`config.mk`:
```
export PLATFORM = sky130hd
export DESIGN_NAME = leaf_ingress_buffer
export DESIGN_NICKNAME = d
export VERILOG_FILES = /design/src/rtl/leaf_ingress_buffer.sv
export SDC_FILE = /design/constraint.sdc
export NUM_CORES = 1
export LEC_CHECK = 0
export CORE_MARGIN = 2
export CORE_UTILIZATION = 53
export DETAILED_ROUTE_END_ITERATION = 10
export PLACE_DENSITY = 0.78
export SETUP_SLACK_MARGIN = 0.2
export SLEW_MARGIN = 20
export SYNTH_ARGS = -nofsm -noshare
export SYNTH_HDL_FRONTEND = slang
export SYNTH_SLANG_ARGS = --single-unit
```
`constraint.sdc`:
```
create_clock -name clk -period 3.3 [get_ports clk]
set_input_delay 0.99 -clock clk [delete_from_list [all_inputs] [get_ports clk]]
set_output_delay 0.99 -clock clk [all_outputs]
set_load 0.02 [all_outputs]
```
`src/rtl/leaf_ingress_buffer.sv`:
```
// leaf_ingress_buffer
//   Per-leaf ingress stage that sits directly downstream of the cluster hub.
//   Flits addressed to this leaf are buffered in a small first-word-fall-through
//   FIFO and presented to the leaf over valid/ready. A level credit goes back to
//   the hub, and misrouted or overflowing flits are dropped and flagged.
//
// Ports
//   clk        : single clock, rising edge
//   rst        : asynchronous active-high reset (control state only)
//   in_flit    : flit from the hub leaf output; dest_local in [1:0]
//   in_valid   : one-cycle valid strobe from the hub (no backpressure)
//   out_flit   : head-of-FIFO flit (don't-care while out_valid=0)
//   out_valid  : FIFO non-empty
//   out_ready  : leaf accepts out_flit this cycle
//   cred_out   : level credit to the hub, high while a slot is free
//   occupancy  : current entry count
//   misroute   : sticky, a valid flit arrived for another leaf
//   overflow   : sticky, a valid flit was dropped because the FIFO was full
//   drop_cnt   : saturating count of all dropped flits
//   clr_flags  : synchronous clear of misroute, overflow and drop_cnt
module leaf_ingress_buffer #(
  parameter int         WIDTH   = 20,
  parameter int         DEPTH   = 4,
  parameter logic [1:0] LEAF_ID = 2'd0,
  parameter int         CNT_W   = 8
) (
  input  logic                     clk,
  input  logic                     rst,
  input  logic [WIDTH-1:0]         in_flit,
  input  logic                     in_valid,
  output logic [WIDTH-1:0]         out_flit,
  output logic                     out_valid,
  input  logic                     out_ready,
  output logic                     cred_out,
  output logic [$clog2(DEPTH):0]   occupancy,
  output logic                     misroute,
  output logic                     overflow,
  output logic [CNT_W-1:0]         drop_cnt,
  input  logic                     clr_flags
);

  localparam int AW = $clog2(DEPTH);
  localparam logic [AW:0] FULL_CNT = (AW+1)'(DEPTH);

  logic [WIDTH-1:0] mem [DEPTH];
  logic [AW-1:0]    rd_ptr;
  logic [AW-1:0]    wr_ptr;
  logic [AW:0]      count;

  logic pop;
  logic push;
  logic match;
  logic full;
  logic drop_mis;
  logic drop_ovf;

  // Saturating increment: holds at all ones instead of wrapping.
  function automatic logic [CNT_W-1:0] sat_inc(input logic [CNT_W-1:0] v);
    return (&v) ? v : v + 1'b1;
  endfunction

  assign full      = (count == FULL_CNT);
  assign out_valid = (count != '0);
  assign pop       = out_valid & out_ready;
  assign match     = (in_flit[1:0] == LEAF_ID);
  // A pop in the same cycle frees a slot, so a full FIFO can still accept.
  assign push      = in_valid & match & (~full | pop);
  // Misroute is judged before fullness: a wrong-leaf flit never counts as overflow.
  assign drop_mis  = in_valid & ~match;
  assign drop_ovf  = in_valid & match & full & ~pop;

  assign out_flit  = mem[rd_ptr];
  assign cred_out  = ~full;
  assign occupancy = count;

  // Storage is deliberately not reset; out_valid masks stale entries.
  always_ff @(posedge clk) begin
    if (push) begin
      mem[wr_ptr] <= in_flit;
    end
  end

  // Pointer and count state; pointers wrap naturally since DEPTH is 2^AW.
  always_ff @(posedge clk or posedge rst) begin
    if (rst) begin
      rd_ptr <= '0;
      wr_ptr <= '0;
      count  <= '0;
    end else begin
      if (push) begin
        wr_ptr <= wr_ptr + 1'b1;
      end
      if (pop) begin
        rd_ptr <= rd_ptr + 1'b1;
      end
      if (push && !pop) begin
        count <= count + 1'b1;
      end else if (pop && !push) begin
        count <= count - 1'b1;
      end
    end
  end

  // Sticky flags and drop counter; a drop in a clearing cycle still registers.
  always_ff @(posedge clk or posedge rst) begin
    if (rst) begin
      misroute <= 1'b0;
      overflow <= 1'b0;
      drop_cnt <= '0;
    end else if (clr_flags) begin
      misroute <= drop_mis;
      overflow <= drop_ovf;
      drop_cnt <= (drop_mis | drop_ovf) ? CNT_W'(1) : '0;
    end else begin
      misroute <= misroute | drop_mis;
      overflow <= overflow | drop_ovf;
      if (drop_mis | drop_ovf) begin
        drop_cnt <= sat_inc(drop_cnt);
      end
    end
  end

endmodule

```
==> results.yml, run 1 <==
logic_synthesis:
  postSynth.asyncResetShare_pct: 17.5
  synth.area.mux_share_pct: 12.1
  synthesis.yosys.warnings: 0
  synth_enable_flop_cells: 80
  synthesis.area_per_instance_um2: 19.5
  post_synth_xor_area_fraction_pct: 1.35
  synth_adder_area_share_pct: 2.44
  netlist_instances: 200
  compound_cell_area_share_of_the_yosys_netlist_pct: 3.69
  postSynth.topFlopCell: "sky130_fd_sc_hd__edfxtp_1"
  mappedNetlistNets: 232
  dominant_combinational_cell_family_by_area_after_synthesis: "multiplexers"
  yosys_register_bits: 97
  synthDistinctLibCells: 40
  netlist_area_um2: 3900
  synth_seq_area_share_pct: 72.5
  synth_simple_gate_area_share_pct: 5.68
final_layout:
  areaGrowthSynthToFinish_pct: 25.5
  filler_cell_count: 487
  final_layout_size_suffix_gt1_share_pct: 18.8
  finalNetCount: 303
  insertedDiodeCount: 0
setup_path:
  worstReg2RegEnd: "occupancy[1]"
  worstSetupEndpointType: "output pin"
  worst_setup_slack_for_register_to_register_paths_ps: 970
  worstPathArrival_ps: 2040
  r2r.worst_path.cells: 6
  path_class: "reg2out"
  cp_max_fo: 17
  reg_to_reg_start: "occupancy[1]"
  cp_data_required_time_ps: 2310
  startpoint_types: "register"
detailed_routing:
  drt_pre_antenna_iters: 4
  detailed_route_wire_length_um: 6860
  drtAntennaViolNets: 0
  detail_route.wl_per_cell_um: 18.3
  vias: 2034
  detail_route.iter0.violations: 115
  via_per_inst: 5.42
  drt_drc_violations_left: 0
flow_run:
  cap_viol_max_count: 0
clocking:
  cts_hold_buffers: 0
  cts_num_sinks: 97
  cts_buffer_count: 9
  clock_tree.buffer_depth: 2
  cts_root_buf: "sky130_fd_sc_hd__clkbuf_8"
  cts.reportedPaths.clkPinSlew_ps: 90
  h-tree-depth: 3
  cts_post_setup_buffers_inserted: 0
  tritoncts: "yes"
  clk_latency_ps: 370
placed_design:
  finalWeightedCongestion: 0.786
  preCtsSetupSlack_ps: 104
  number_of_buffers_added_on_ports: 59
  detailedPlacementHpwl_um: 4730
worst_hold_path:
  instance_count_along_the_most_critical_hold_path: 1
  hp-class: "reg2reg"
  holdPathEnd: "overflow"
  worst_hold_startpoint: "overflow"
timing:
  timing.final.crit_share_pct: 91.9
  setup_repair_after_global_routing_missed_its_margin: "false"
  final-max-slew-violation-count: 0
  timing.max_slew.rel_slack_pct: 45.2
  setup-violations-final: 0
  timing.final.crit_period_ps: 3030
  setup_slack_ps: 269
  final.setup.tns_ps: 0
  fmax_ghz: 0.330
  hold_viol: 0
  worstMarginPinSlew_ps: 820
  holdWs_ps: 513
  final.setup_skew_ps: 13.2
floorplan:
  die_area_um2: 8060
  floorplan.die.width_um: 89.8
  io-pin-count: 60
  placeableCoreArea_um2: 7180
  placement_rows: 31
  chipHeight_um: 89.8
  initial_core_util_pct: 54.4
global_routing:
  grt_overflow_total: 0
  antenna_violations_before_repair: 0
  pin_count_of_the_biggest_net_entering_global_routing: 19
  vias_in_the_first_global_route: 2181
  grt.total_usage_pct: 18.4
  grt_pass1_wl_um: 11200
power:
  total_power_mw: 3.47
  power-per-cell-area_nw_per_um2: 710
  vdd_drop_max_mv: 0.459
  p_leak_nw: 1.74
status:
  run_status: "finished, final reports clean"
-- state kept, by name, indices dropped and copies added, names as in the netlist --
register	cells
occupancy	3
misroute	1
rd_ptr	2
overflow	1
mem	80
wr_ptr	2
drop_cnt	8
-- cell usage after synthesis, types with 3 or more instances --
master / n / share of area (%)
sky130_fd_sc_hd__mux4_2: 20 / 12
sky130_fd_sc_hd__nor2_1: 5 / 0.48
sky130_fd_sc_hd__a21oi_1: 4 / 0.51
sky130_fd_sc_hd__nand2_1: 5 / 0.48
sky130_fd_sc_hd__inv_1: 7 / 0.67
sky130_fd_sc_hd__edfxtp_1: 80 / 62
sky130_fd_sc_hd__dfrtp_1: 17 / 11
sky130_fd_sc_hd__or4_1: 4 / 0.77
sky130_fd_sc_hd__xnor2_1: 4 / 0.90
sky130_fd_sc_hd__o31ai_1: 3 / 0.58
sky130_fd_sc_hd__and2_1: 4 / 0.64
sky130_fd_sc_hd__ha_1: 6 / 1.9
sky130_fd_sc_hd__nand3_1: 6 / 0.77
sky130_fd_sc_hd__buf_2: 3 / 0.38
-- worst max-delay path, cell delays in order (launching register included) --
cell and delay (ps):
sky130_fd_sc_hd__dfrtp_1 400, sky130_fd_sc_hd__buf_12 200, sky130_fd_sc_hd__mux4_2 520, sky130_fd_sc_hd__clkdlybuf4s50_1 550
-- cells by family after synthesis --
family	count (synthesis)
muxes	22
and+or+nand+nor	34
buffers and inverters	15
adders and majority gates	7
xor gates and xnor gates	6
AOI/OAI and AO/OA	19
DFF	97
-- power by group --
group,internal (mW),switching (mW),leakage (nW)
combinational,0.653,0.582,0.708
sequential,1.43,0.0961,0.939
clock,0.288,0.422,0.0923
-- placed cells by master, fill, tap and decap left out, types with 2 or more instances in the layout --
master                             n
sky130_fd_sc_hd__edfxtp_1         80
sky130_fd_sc_hd__clkdlybuf4s50_1  48
sky130_fd_sc_hd__mux4_2           20
sky130_fd_sc_hd__dfrtp_1          17
sky130_fd_sc_hd__dlymetal6s2s_1   10
sky130_fd_sc_hd__clkbuf_8          9
sky130_fd_sc_hd__inv_1             7
sky130_fd_sc_hd__nand3_1           6
sky130_fd_sc_hd__ha_1              6
sky130_fd_sc_hd__nand2_1           5
sky130_fd_sc_hd__nor2_1            5
sky130_fd_sc_hd__buf_12            5
sky130_fd_sc_hd__xnor2_1           4
sky130_fd_sc_hd__or4_1             4
sky130_fd_sc_hd__a21oi_1           4
sky130_fd_sc_hd__and2_1            4
sky130_fd_sc_hd__buf_4             4
sky130_fd_sc_hd__o31ai_1           3
sky130_fd_sc_hd__clkinv_4          3
sky130_fd_sc_hd__o211ai_1          2
sky130_fd_sc_hd__o41ai_1           2
sky130_fd_sc_hd__and3_1            2
sky130_fd_sc_hd__xor2_1            2
sky130_fd_sc_hd__inv_6             2
-- what timing repair did --
item	in CTS	in global routing
endpoints found under the setup margin	1	10
resized for setup	1	10
pin swaps	0	0
-- per-layer routing --
layer | vias up | part of all wire, % | global-route usage [%]
li1 | 952 | - | -
met1 | 1013 | 41 | 22.6
met2 | 56 | 52 | 31.8
met3 | 13 | 4.3 | 4.19
met4 | 0 | 2.0 | 7.44
met5 | - | 0 | 0
-- final cells by class --
| class | instances | area (µm²) | share of cell area, % |
|---|---|---|---|
| Sequential cell | 97 | 2830 | 57.8 |
| Multi-Input combinational cell | 88 | 986 | 20.1 |
| Clock buffer | 9 | 124 | 2.53 |
| Tap cell | 99 | 124 | 2.53 |
| Inverter | 7 | 26.3 | 0.537 |
| Clock inverter | 7 | 62.6 | 1.28 |
| Timing Repair Buffer | 68 | 744 | 15.2 |
-- how the worst max path moves through the flow --
stage	from	endpoint	slack [ps]	cells past startpoint
6_report	rd_ptr[0]	out_flit[6]	270	3
5_1_grt	rd_ptr[0]	out_flit[3]	200	3
4_1_cts	rd_ptr[0]	out_flit[14]	210	3
3_5_place_dp	out_ready	occupancy[1]	100	7
3_3_place_gp	out_ready	occupancy[1]	150	7
2_1_floorplan	out_ready	occupancy[1]	470	7
-- through the flow --
stage | cells | cell area (µm²) | util [%]
after global placement | 359 | 4680 | 65.3
after floorplan | 200 | 3900 | -
after global routing | 375 | 4890 | 68.2
after detailed placement | 359 | 4680 | 65.3
after CTS | 375 | 4870 | 67.9
final | 375 | 4890 | 68.2
(Power assumes the default switching activity.)
==> inputs of run 2 (changes only) <==
CAP_MARGIN = 40   (was not set)
CORE_UTILIZATION = 48   (was 53)
PLACE_DENSITY = 0.74   (was 0.78)
clock period = 2.7 ns   (was 3.3 ns; I/O delays follow)
==> run 2 against run 1 <==
Die area increased by 9.9%. Final area up 2.6%. Global-route usage down 1.0 points. Register-to-register slack worse by 490 ps. Clock skew hardly changed. Sequential share of layout area down 1.4 points. Routed wire length rose by 5.7%. Non-clock buffer count rose by 16. Final cell count rose by 5.1%. First-iteration DRC count down 16%. Count of clock-buffer cells in the layout is 1 higher. Critical endpoint is now out_flit[17]. Largest cell class unchanged. Largest power group unchanged.
==> results.yml, run 2 (same netlist as run 1, synthesis figures left out) <==
floorplan:
  die_area_um2: 8870
  floorplan.die.width_um: 94.2
  placement_rows: 32
  placeableCoreArea_um2: 7810
  initial_core_util_pct: 50.0
  io-pin-count: 60
  chipHeight_um: 94.2
placed_design:
  dpl-instance-area_um2: 4800
  preCtsSetupSlack_ps: -185
  number_of_buffers_added_on_ports: 59
  detailedPlacementHpwl_um: 4630
  finalWeightedCongestion: 0.777
setup_path:
  worstReg2RegEnd: "occupancy[1]"
  cp_num_buf_inv: 3
  reg_to_reg_start: "occupancy[1]"
  cp_max_fo: 7
  worstPathArrival_ps: 1710
  cp_data_required_time_ps: 1890
  path_depth: 4
  worstSetupEndpoint: "out_flit[17]"
  r2r.worst_path.cells: 7
  crit_family: "multiplexers"
  critPathMaxStageDelay_ps: 510
  startpoint_types: "register"
  worst_setup_slack_for_register_to_register_paths_ps: 480
  worstSetupStartpoint: "rd_ptr[0]"
  worst_path_max_delay_cell: "sky130_fd_sc_hd__mux4_2"
  worstSetupEndpointType: "output pin"
  crit_chain: "buf_12 -> buf_16 -> mux4_2 -> buf_6"
  path_class: "reg2out"
global_routing:
  pin_count_of_the_biggest_net_entering_global_routing: 21
  grt_overflow_total: 0
  grt.total_usage_pct: 17.4
  antenna_violations_before_repair: 0
  vias_in_the_first_global_route: 2219
  grt_pass1_wl_um: 11200
status:
  run_status: "finished, final reports clean"
timing:
  final.setup_skew_ps: 13.6
  holdWs_ps: 519
  timing.final.crit_share_pct: 93.3
  final.setup.tns_ps: 0
  setup_slack_ps: 181
  final-max-slew-violation-count: 0
  worstMarginPinSlew_ps: 736
  setup_repair_after_global_routing_missed_its_margin: "true"
  timing.max_slew.rel_slack_pct: 50.8
  fmax_ghz: 0.397
  setup-violations-final: 0
  hold_viol: 0
  timing.final.crit_period_ps: 2520
detailed_routing:
  drt_pre_antenna_iters: 4
  vias: 2159
  via_per_inst: 5.48
  detailed_route_wire_length_um: 7250
  detail_route.iter0.violations: 97
  drtAntennaViolNets: 0
  detail_route.wl_per_cell_um: 18.4
  drt_drc_violations_left: 0
power:
  power-per-cell-area_nw_per_um2: 872
  netSwitchingFraction_pct: 31.8
  vdd_drop_max_mv: 0.544
  power.internal_mw: 2.99
  pwr-share-seq_pct: 42.3
  p_leak_nw: 1.76
  power_frac_clock_pct: 19.6
  combinationalPowerShare_pct: 38.0
  switchingPower_mw: 1.39
final_layout:
  largest_reg_flops: 80
  final_layout_size_suffix_gt1_share_pct: 32.2
  design_area_um2: 5020
  most_common_library_cell_in_the_layout_ignoring_fill_and_taps: "sky130_fd_sc_hd__edfxtp_1"
  insertedDiodeCount: 0
  top_reg_by_flops: "mem"
  utilization_pct: 64.3
  areaGrowthSynthToFinish_pct: 28.8
  finalNetCount: 319
  mostFrequentLayoutCells: "sky130_fd_sc_hd__edfxtp_1, sky130_fd_sc_hd__clkdlybuf4s50_1, sky130_fd_sc_hd__mux4_2"
  filler_cell_count: 559
clocking:
  cts_num_sinks: 97
  tritoncts: "yes"
  cts.reportedPaths.clkPinSlew_ps: 90
  h-tree-depth: 3
  cts_buffer_count: 9
  clock_tree.buffer_depth: 2
  cts_root_buf: "sky130_fd_sc_hd__clkbuf_8"
  clk_latency_ps: 360
worst_hold_path:
  hp-class: "reg2reg"
  instance_count_along_the_most_critical_hold_path: 1
flow_run:
  cap_viol_max_count: 0
## run 2: area by class of cell
class | instances | area (µm²) | share of cell area [%]
Clock buffer | 10 | 128 | 2.54
Timing Repair Buffer | 84 | 852 | 17.0
Clock inverter | 6 | 52.6 | 1.05
Multi-Input combinational cell | 88 | 1010 | 20.0
Inverter | 7 | 26.3 | 0.523
Tap cell | 102 | 128 | 2.54
Sequential cell | 97 | 2830 | 56.3
## run 2: stage by stage
stage / std cells / power (mW)
after floorplan: 200 / 2.80
after global routing: 394 / 4.59
after detailed placement: 374 / 3.50
final: 394 / 4.38
after CTS: 392 / 4.28
after global placement: 374 / 3.47
## run 2: power groups by stage
stage               Combinational [mW]  Sequential, mW  Clock (mW)
floorplan                        0.892            1.91           0
global placement                  1.59            1.88           0
detailed placement                1.62            1.88           0
CTS                               1.55            1.85       0.877
global route                      1.79            1.87       0.929
finish                            1.67            1.86       0.859
## run 2: timing repair
action / in CTS / in global routing
resized for setup: 84 / 30
hold buffers: 0 / 0
cloned: 1 / 0
setup endpoints to repair: 21 / 16
setup buffers: 1 / 2
## run 2: how the worst min path moves through the flow
| stage | slack (ps) | end | from |
|---|---|---|---|
| 2_1_floorplan | 580 | wr_ptr[1] | wr_ptr[1] |
| 3_3_place_gp | 500 | overflow | overflow |
| 3_5_place_dp | 500 | overflow | overflow |
| 4_1_cts | 530 | overflow | overflow |
| 5_1_grt | 550 | overflow | overflow |
| 6_report | 520 | overflow | overflow |
## run 2: metal layers
metal	up-vias	track usage (%)	wire, µm
met2	60	30.0	3750
met1	1114	21.6	3090
li1	978	-	-
met5	-	0	0
met4	0	6.88	68
met3	7	3.29	336
==> inputs of run 3 (changes only) <==
--- a/constraint.sdc
+++ b/constraint.sdc
@@ -3,2 +3,2 @@
 set_output_delay 0.81 -clock clk [all_outputs]
-set_load 0.02 [all_outputs]
+set_load 0.005 [all_outputs]
==> run 3 against run 2 <==
Routed wire length decreased by 0.75%. Worst hold slack improved by 3.1 ps. Non-clock buffer count increased by 4. Critical path type unchanged. Critical endpoint is now out_flit[7]. Largest power group unchanged.
==> results.yml, run 3 (same netlist as run 1, synthesis figures left out) <==
worst_hold_path:
  hp-class: "reg2reg"
  worst_hold_startpoint: "overflow"
setup_path:
  worstSetupStartpoint: "rd_ptr[0]"
  path_class: "reg2out"
  worstSetupEndpointType: "output pin"
  cp_data_required_time_ps: 1890
  startpoint_types: "register"
  cp_num_buf_inv: 4
  critPathMaxStageDelay_ps: 500
  crit_chain: "buf_4 -> buf_6 -> buf_16 -> mux4_2 -> buf_2"
  worst_path_max_delay_cell: "sky130_fd_sc_hd__mux4_2"
  worst_setup_slack_for_register_to_register_paths_ps: 410
  reg_to_reg_start: "occupancy[1]"
  crit_family: "multiplexers"
  cp_max_fo: 4
  worstPathArrival_ps: 1780
floorplan:
  placeableCoreArea_um2: 7810
  floorplan.die.width_um: 94.2
  initial_core_util_pct: 50.0
  chipHeight_um: 94.2
  die_area_um2: 8870
  placement_rows: 32
  io-pin-count: 60
final_layout:
  multi_input_gate_area_in_the_final_layout_um2: 1020
  final_layout_size_suffix_gt1_share_pct: 33.1
  top_reg_by_flops: "mem"
  ff_latch_area_um2: 2830
  areaGrowthSynthToFinish_pct: 29.6
  largest_reg_flops: 80
  filler_cell_count: 566
  finalNetCount: 323
  design_area_um2: 5050
  mostFrequentLayoutCells: "sky130_fd_sc_hd__edfxtp_1, sky130_fd_sc_hd__clkdlybuf4s50_1, sky130_fd_sc_hd__mux4_2"
  insertedDiodeCount: 0
  instances_no_fill: 398
  most_common_library_cell_in_the_layout_ignoring_fill_and_taps: "sky130_fd_sc_hd__edfxtp_1"
global_routing:
  antenna_violations_before_repair: 0
  global_route.usage.met3_pct: 2.97
  grt_util_met1_pct: 23.9
  grt.total_usage_pct: 17.6
  pin_count_of_the_biggest_net_entering_global_routing: 21
  grt_pass1_wl_um: 11400
  vias_in_the_first_global_route: 2274
  globalRoute.busiestLayer: "met2"
  globalRouteMet2Util_pct: 28.9
  grt_overflow_total: 0
detailed_routing:
  detail_route.wl_per_cell_um: 18.1
  drt_pre_antenna_iters: 4
  drtAntennaViolNets: 0
  via_per_inst: 5.24
  detail_route.iter0.violations: 132
  vias: 2085
  drt_drc_violations_left: 0
  detailed_route_wire_length_um: 7190
timing:
  holdWs_ps: 522
  final-max-slew-violation-count: 0
  timing.final.crit_period_ps: 2590
  final.setup.tns_ps: 0
  setup_slack_ps: 109
  hold_viol: 0
  fmax_ghz: 0.386
  timing.final.crit_share_pct: 96.0
  setup-violations-final: 0
  timing.max_slew.rel_slack_pct: 51.4
  final.setup_skew_ps: 6.12
  worstMarginPinSlew_ps: 726
  setup_repair_after_global_routing_missed_its_margin: "true"
placed_design:
  finalWeightedCongestion: 0.824
  dpl-instance-area_um2: 4770
  detailedPlacementHpwl_um: 4450
  dpl.cell_count: 368
  number_of_buffers_added_on_ports: 59
  preCtsSetupSlack_ps: -195
clocking:
  tritoncts: "yes"
  clock_tree.buffer_depth: 2
  cts_num_sinks: 97
  clk_latency_ps: 350
  cts.reportedPaths.clkPinSlew_ps: 90
  h-tree-depth: 3
  cts_root_buf: "sky130_fd_sc_hd__clkbuf_8"
  cts_buffer_count: 9
flow_run:
  cap_viol_max_count: 0
power:
  power-per-cell-area_nw_per_um2: 830
  p_leak_nw: 1.77
  vdd_drop_max_mv: 0.539
status:
  run_status: "finished, final reports clean"
-- run 3: changes by cell type in the layout (fill, tap and decap cells not counted), sizes merged --
cell           delta
clkdlybuf4s15     +2
clkinvlp          -2
dlygate4sd2       +2
clkbuf            +2
clkdlybuf4s50     +1
clkinv            +2
buf               -1
dlymetal6s2s      -2
-- run 3: worst reg2reg max path: stages, from the launching register on --
cell and delay (ps):
sky130_fd_sc_hd__dfrtp_2 430, sky130_fd_sc_hd__buf_4 170, sky130_fd_sc_hd__or4b_4 530, sky130_fd_sc_hd__and3_4 180
sky130_fd_sc_hd__ha_4 150, sky130_fd_sc_hd__inv_2 50, sky130_fd_sc_hd__fa_1 410, sky130_fd_sc_hd__mux2_2 270
-- run 3: cell type report --
| type | instances | area share (%) |
|---|---|---|
| clock buffers | 10 | 2.52 |
| clock inverters | 6 | 1.04 |
| inverters | 7 | 0.520 |
| multi-input cells | 88 | 20.2 |
| flip-flops and latches | 97 | 56.0 |
| well taps | 102 | 2.52 |
| repair buffers | 88 | 17.1 |
-- run 3: worst paths after layout --
kind	endpoint	cells past startpoint
worst max-delay path	out_flit[7]	5
worst min-delay path	overflow	1
worst max register to register	occupancy[1]	7
worst min register to register	overflow	1
max in group asynchronous	occupancy[0]	2
min in group asynchronous	drop_cnt[5]	2
-- run 3: where the power goes --
group	leakage [nW]	internal, mW	total (mW)	switching, mW
logic	0.746	0.925	1.52	0.594
registers	0.935	1.76	1.83	0.0773
clock network	0.0850	0.348	0.841	0.493
total	1.77	3.03	4.19	1.16
-- run 3: metrics by stage --
stage               util (%)  power, mW
floorplan                  -       2.55
global placement        61.1       3.21
detailed placement      61.1       3.24
CTS                     64.6       4.23
global route            64.7       4.43
finish                  64.7       4.19
-- run 3: per-layer routing --
| layer | part of all wire (%) | vias to the layer above |
|---|---|---|
| met5 | 0 | - |
| met4 | 1.1 | 0 |
| met3 | 4.0 | 6 |
| met2 | 50 | 53 |
| met1 | 45 | 1034 |
| li1 | - | 992 |
-- run 3: timing repair --
item / CTS / global route
gates resized for setup: 79 / 11
endpoints found under the hold margin: 0 / 0
setup endpoints to repair: 22 / 22
pin swaps: 0 / 1
cloned: 2 / 0
setup buffers: 12 / 0
hold buffers: 0 / 0
